$ cat config.mk
export PLATFORM = sky130hd
export DESIGN_NAME = zdos_trap
export DESIGN_NICKNAME = d
export VERILOG_FILES = /design/src/rtl/zdos_trap.sv
export SDC_FILE = /design/constraint.sdc
export NUM_CORES = 1
export LEC_CHECK = 0
export BUFFER_PORTS_ARGS = -buffer_cell sky130_fd_sc_hd__clkbuf_2
export CORE_MARGIN = 4
export CORE_UTILIZATION = 33
export CTS_CLUSTER_SIZE = 16
export DETAILED_ROUTE_END_ITERATION = 10
export GPL_TIMING_DRIVEN = 0
export PLACE_DENSITY = 0.72
export RECOVER_POWER = 100
export SLEW_MARGIN = 20
export SYNTH_ARGS = -nofsm -noshare
export SYNTH_HDL_FRONTEND = slang
export SYNTH_SLANG_ARGS = --single-unit
$ cat constraint.sdc
create_clock -name fclk -period 1.95 [get_ports fclk]
set_clock_uncertainty 0.05 [all_clocks]
set_input_delay 0 -clock fclk [delete_from_list [all_inputs] [get_ports fclk]]
set_output_delay 0 -clock fclk [all_outputs]
set_load 0.05 [all_outputs]
$ cat src/rtl/zdos_trap.sv
// zdos_trap: DOS ROM-select tracking and VG93 register trap into the emulation RAM page.
// Optional feature macro: ZDOS_TRAP_TIMEOUT_EN (emulation watchdog).
// Ports:
//   fclk, rst_n                     clock, async active-low reset
//   cpm_n, dos_turn_on/off          dos register control (cpm_n has top priority)
//   romnram, zpos, m1_n             ROM execution flag, unlock fetch qualifiers
//   vg_rdwr_fclk, vg_wr, vg_a       VG port access strobe, direction, register index
//   drv_sel, reg_mask, drv_mask     selected drive, emulated register/drive masks
//   clr_nmi, tmo_limit              emulation exit strobe, watchdog limit (0 = off)
//   dos, in_trdemu,
//   trdemu_wr_disable               mapper controls
//   trap_reg, trap_drv, trap_wr     captured access of the trap that entered emulation
//   trap_ovr, trap_tmo              sticky nested-trap and watchdog-exit flags
module zdos_trap #(
    parameter int NDRV  = 4,
    parameter int NREG  = 4,
    parameter int TMO_W = 16
) (
    input  logic                    fclk,
    input  logic                    rst_n,
    input  logic                    cpm_n,
    input  logic                    dos_turn_on,
    input  logic                    dos_turn_off,
    input  logic                    romnram,
    input  logic                    zpos,
    input  logic                    m1_n,
    input  logic                    vg_rdwr_fclk,
    input  logic                    vg_wr,
    input  logic [$clog2(NREG)-1:0] vg_a,
    input  logic [$clog2(NDRV)-1:0] drv_sel,
    input  logic [NREG-1:0]         reg_mask,
    input  logic [NDRV-1:0]         drv_mask,
    input  logic                    clr_nmi,
    input  logic [TMO_W-1:0]        tmo_limit,
    output logic                    dos,
    output logic                    in_trdemu,
    output logic                    trdemu_wr_disable,
    output logic [$clog2(NREG)-1:0] trap_reg,
    output logic [$clog2(NDRV)-1:0] trap_drv,
    output logic                    trap_wr,
    output logic                    trap_ovr,
    output logic                    trap_tmo
);
    localparam int RW    = $clog2(NREG);
    localparam int DW    = $clog2(NDRV);
    localparam int REG_X = 1 << RW;
    localparam int DRV_X = 1 << DW;

    typedef enum logic [1:0] {IDLE, LOCK, EMU} state_t;

    state_t          r_state;
    logic            r_dos;
    logic            r_in_trdemu;
    logic            r_wr_dis;
    logic [RW-1:0]   r_trap_reg;
    logic [DW-1:0]   r_trap_drv;
    logic            r_trap_wr;
    logic            r_trap_ovr;
    logic            w_trap;
    logic            w_tmo;
    logic [REG_X-1:0] w_reg_x;
    logic [DRV_X-1:0] w_drv_x;

    // Masks zero-extended to the full index range so out-of-range selects read 0
    assign w_reg_x = REG_X'(reg_mask);
    assign w_drv_x = DRV_X'(drv_mask);
    // Registered dos is used, so a same-cycle dos_turn_off cannot cancel a trap
    assign w_trap  = vg_rdwr_fclk & w_reg_x[vg_a] & w_drv_x[drv_sel] & r_dos & romnram;

`ifdef ZDOS_TRAP_TIMEOUT_EN
    logic [TMO_W-1:0] r_cnt;
    logic             r_trap_tmo;
    assign w_tmo    = (tmo_limit != '0) && (r_cnt == tmo_limit);
    assign trap_tmo = r_trap_tmo;
    always_ff @(posedge fclk or negedge rst_n) begin
        if (!rst_n) begin
            r_cnt      <= '0;
            r_trap_tmo <= 1'b0;
        end else if (r_state == IDLE) begin
            if (w_trap) begin
                r_cnt      <= '0;
                r_trap_tmo <= 1'b0;
            end
        end else begin
            if (!clr_nmi && w_tmo) r_trap_tmo <= 1'b1;
            if (r_cnt != '1) r_cnt <= r_cnt + 1'b1;
        end
    end
`else
    logic w_unused_tmo;
    assign w_unused_tmo = ^tmo_limit;
    assign w_tmo        = 1'b0;
    assign trap_tmo     = 1'b0;
`endif

    always_ff @(posedge fclk or negedge rst_n) begin
        if (!rst_n) begin
            r_state     <= IDLE;
            r_dos       <= 1'b1;
            r_in_trdemu <= 1'b0;
            r_wr_dis    <= 1'b0;
            r_trap_reg  <= '0;
            r_trap_drv  <= '0;
            r_trap_wr   <= 1'b0;
            r_trap_ovr  <= 1'b0;
        end else begin
            r_dos <= !cpm_n ? 1'b1 : dos_turn_off ? 1'b0 : dos_turn_on ? 1'b1 : r_dos;
            if (r_state == IDLE) begin
                if (w_trap) begin
                    r_state     <= LOCK;
                    r_in_trdemu <= 1'b1;
                    r_wr_dis    <= 1'b1;
                    r_trap_reg  <= vg_a;
                    r_trap_drv  <= drv_sel;
                    r_trap_wr   <= vg_wr;
                end
            end else if (clr_nmi) begin
                r_state     <= IDLE;
                r_in_trdemu <= 1'b0;
                r_wr_dis    <= 1'b0;
                r_trap_ovr  <= 1'b0;
            end else if (w_tmo) begin
                r_state     <= IDLE;
                r_in_trdemu <= 1'b0;
                r_wr_dis    <= 1'b0;
            end else if (w_trap) begin
                r_trap_ovr <= 1'b1;
            end else if (r_state == LOCK && zpos && !m1_n) begin
                r_state  <= EMU;
                r_wr_dis <= 1'b0;
            end
        end
    end

    assign dos               = r_dos;
    assign in_trdemu         = r_in_trdemu;
    assign trdemu_wr_disable = r_wr_dis;
    assign trap_reg          = r_trap_reg;
    assign trap_drv          = r_trap_drv;
    assign trap_wr           = r_trap_wr;
    assign trap_ovr          = r_trap_ovr;
endmodule
==> impl_metrics.yaml <==
status:
  status: "finished, final reports clean"
route:
  routed_wl_mm: 1.14
  drc: 0
  drt_first_iter_violations: 3
  num_vias: 456
  viasPerCell: 4.80
  wl_per_cell_um: 12.0
  postRouteAntennaNets: 0
  firstDrtPassIters: 2
yosys:
  synth_compound_area_frac: 0.0907
  syn_inst: 36
  ys.warnings.count: 0
  avgSynthCellArea_um2: 13.4
  synth_area_um2: 483
  yosysSeqAreaShare: 0.521
  synth_fa_ha_area_frac: 0
  synth_fp_nets: 75
  synth_xor_area_frac: 0
  synth.area.mux_share: 0.210
  synth_simple_gate_area_frac: 0.140
  synth_cell_types: 19
  synth_top_family_by_area: "multiplexers"
  ys_ff_latch: 10
sta:
  post-route-min-period_ns: 1.65
  slew_viol_final: 0
  hold_ws_ns: 0.0710
  fin_crit_sh: 0.848
  tightestPinTransition_ns: 0.601
  relSlewSlack: 0.601
  hold_viol_final: 0
  tns_ns: 0
  fmaxAchievable_mhz: 605
  grt_setup_unrepaired: "no"
  final-setup-viol-count: 0
  setup_ws_ns: 0.296
cts:
  clkTransAtPathRegs_ns: 0.06
  clock-sinks: 10
  clockBufferDepth: 2
  insertion_delay_ns: 0.26
  cts_root_buffer: "clkbuf_4"
  cts_resized: 0
  cts_hold_buf: 9
  postCtsSetupBuffers: 0
  cts_buffers: 3
  cts_max_level: 1
  cts_tree: "done"
setup_path:
  required_ns: 2.05
  crit_family: "multiplexers"
  regToRegEndpoint: "trap_reg[1]"
  crit_chain: "dlygate4sd3_1 > clkbuf_1 > mux4_2 > nand4b_4 > mux2_2"
  worst_path_largest_cell_delay_ns: 0.57
  reg2reg_slack_ns: 0.49
  crit_fanout: 6
  end_kind: "flip-flop"
  r2r_cells: 3
  cp_slowest_cell: "mux4_2"
  critPathArrivalTime_ns: 1.75
  path_buf_inv: 2
  reg2reg_from: "trdemu_wr_disable"
  path_class: "input pin to flip-flop"
  start_kind: "input pin"
finish:
  drive_above_1_share: 0.425
  stdcell_area_um2: 759
  syn_to_final_growth_pct: 57.3
  fin_util: 0.569
  fin_nets: 120
  diodes: 0
global_routing:
  first_global_vias: 435
  antenna_found_initial: 0
  grt.overflow.total: 0
  grt.total_usage: 0.120
  grt_max_degree: 11
  grt_pass1_wl_mm: 1.80
hold_path:
  min-delay-start: "zpos"
  whs_endpoint: "trdemu_wr_disable"
  min_path_type: "input pin to flip-flop"
  hold_depth: 4
power_and_ir_drop:
  power.leakage_uw: 0.000377
  vdd_drop_max_mv: 0.718
  power_density_nw_per_um2: 1090
run:
  max_cap_violations: 0
floorplanning:
  initial_utilization: 0.362
  dieArea_um2: 2140
  die_y_um: 46.3
  rows: 13
  coreArea_um2: 1330
  pin_count: 49
  die_w_um: 46.3
placed_design:
  place_hpwl_um: 903
  port_buffers: 31
  placed_area_um2: 657
  dp_worst_setup_slack_ns: 0.479
  globalplace.congestion: 0.678
[Yosys cell counts (all sizes together)]
library cell  count  share of area
nand4             1          0.013
mux4              2          0.093
nand2b            1          0.013
buf               1          0.016
nand4b            1          0.049
a41oi             1          0.018
nor2              1         0.0078
nand3b            1          0.016
and2              1          0.013
and3              1          0.016
a21oi             2          0.021
dfstp             1          0.054
or2               1          0.013
conb              1         0.0078
a22oi             2          0.031
o21ai             2          0.021
mux2              5           0.12
inv               2          0.016
dfrtp             9           0.47
[worst reg2reg max path: stages (launching register included)]
cell      delay, ns
dfrtp_1        0.41
or2_2          0.35
nand4b_4       0.24
mux2_2         0.30
[layout make-up]
cell class / instances / area (um2)
fill: 124 / 574
buffer: 1 / 7.51
clock buffer: 4 / 26.3
timing repair buffer: 40 / 231
tap: 15 / 18.8
sequential: 10 / 251
multi-input combinational: 23 / 216
inverter: 2 / 7.51
[logic make-up (layout without fill, tap and decap cells)]
logic type | Yosys count | in the layout
compound gates | 7 | 7
buf+inv | 3 | 47
simple gates | 8 | 8
other cells | 1 | 1
mux | 7 | 7
flops | 10 | 10
[through the flow]
step | cells | power, uW
global route | 95 | 879
floorplan | 36 | 583
global placement | 82 | 680
CTS | 95 | 850
finish | 95 | 826
detailed placement | 82 | 688
[worst max-delay path by stage]
| stage | start | end | cells after the start |
|---|---|---|---|
| finish | drv_sel[0] | trap_reg[1] | 5 |
| global route | drv_sel[0] | trap_wr | 5 |
| CTS | drv_sel[0] | trap_reg[1] | 5 |
| detailed placement | trdemu_wr_disable | trap_reg[1] | 3 |
| global placement | trdemu_wr_disable | trap_wr | 3 |
| floorplan | trdemu_wr_disable | trap_drv[0] | 3 |
[layer usage]
| metal | global-route usage | share of wire | up-vias |
|---|---|---|---|
| met4 | 0.0170 | 0.0062 | 0 |
| li1 | - | - | 220 |
| met1 | 0.133 | 0.39 | 212 |
| met2 | 0.198 | 0.48 | 22 |
| met3 | 0.0742 | 0.12 | 2 |
| met5 | 0 | 0 | - |
[cell usage in the layout, fill, tap and decap left out, types with 2 or more instances in the layout]
| master | n |
|---|---|
| clkbuf_1 | 12 |
| a21oi_1 | 2 |
| dlygate4sd3_1 | 9 |
| dfrtp_1 | 9 |
| clkbuf_2 | 20 |
| mux2_2 | 5 |
| a22oi_1 | 2 |
| inv_1 | 2 |
| clkbuf_4 | 3 |
| mux4_2 | 2 |
| o21ai_0 | 2 |
[power by group]
group / total (uW) / internal [uW] / leakage, uW / switching (uW)
Combinational: 382 / 104 / 0.000238 / 278
Sequential: 298 / 266 / 0.000124 / 32.1
Clock: 146 / 79.0 / 0.0000150 / 67.2
Note: power is estimated with default switching activity, not from simulation.
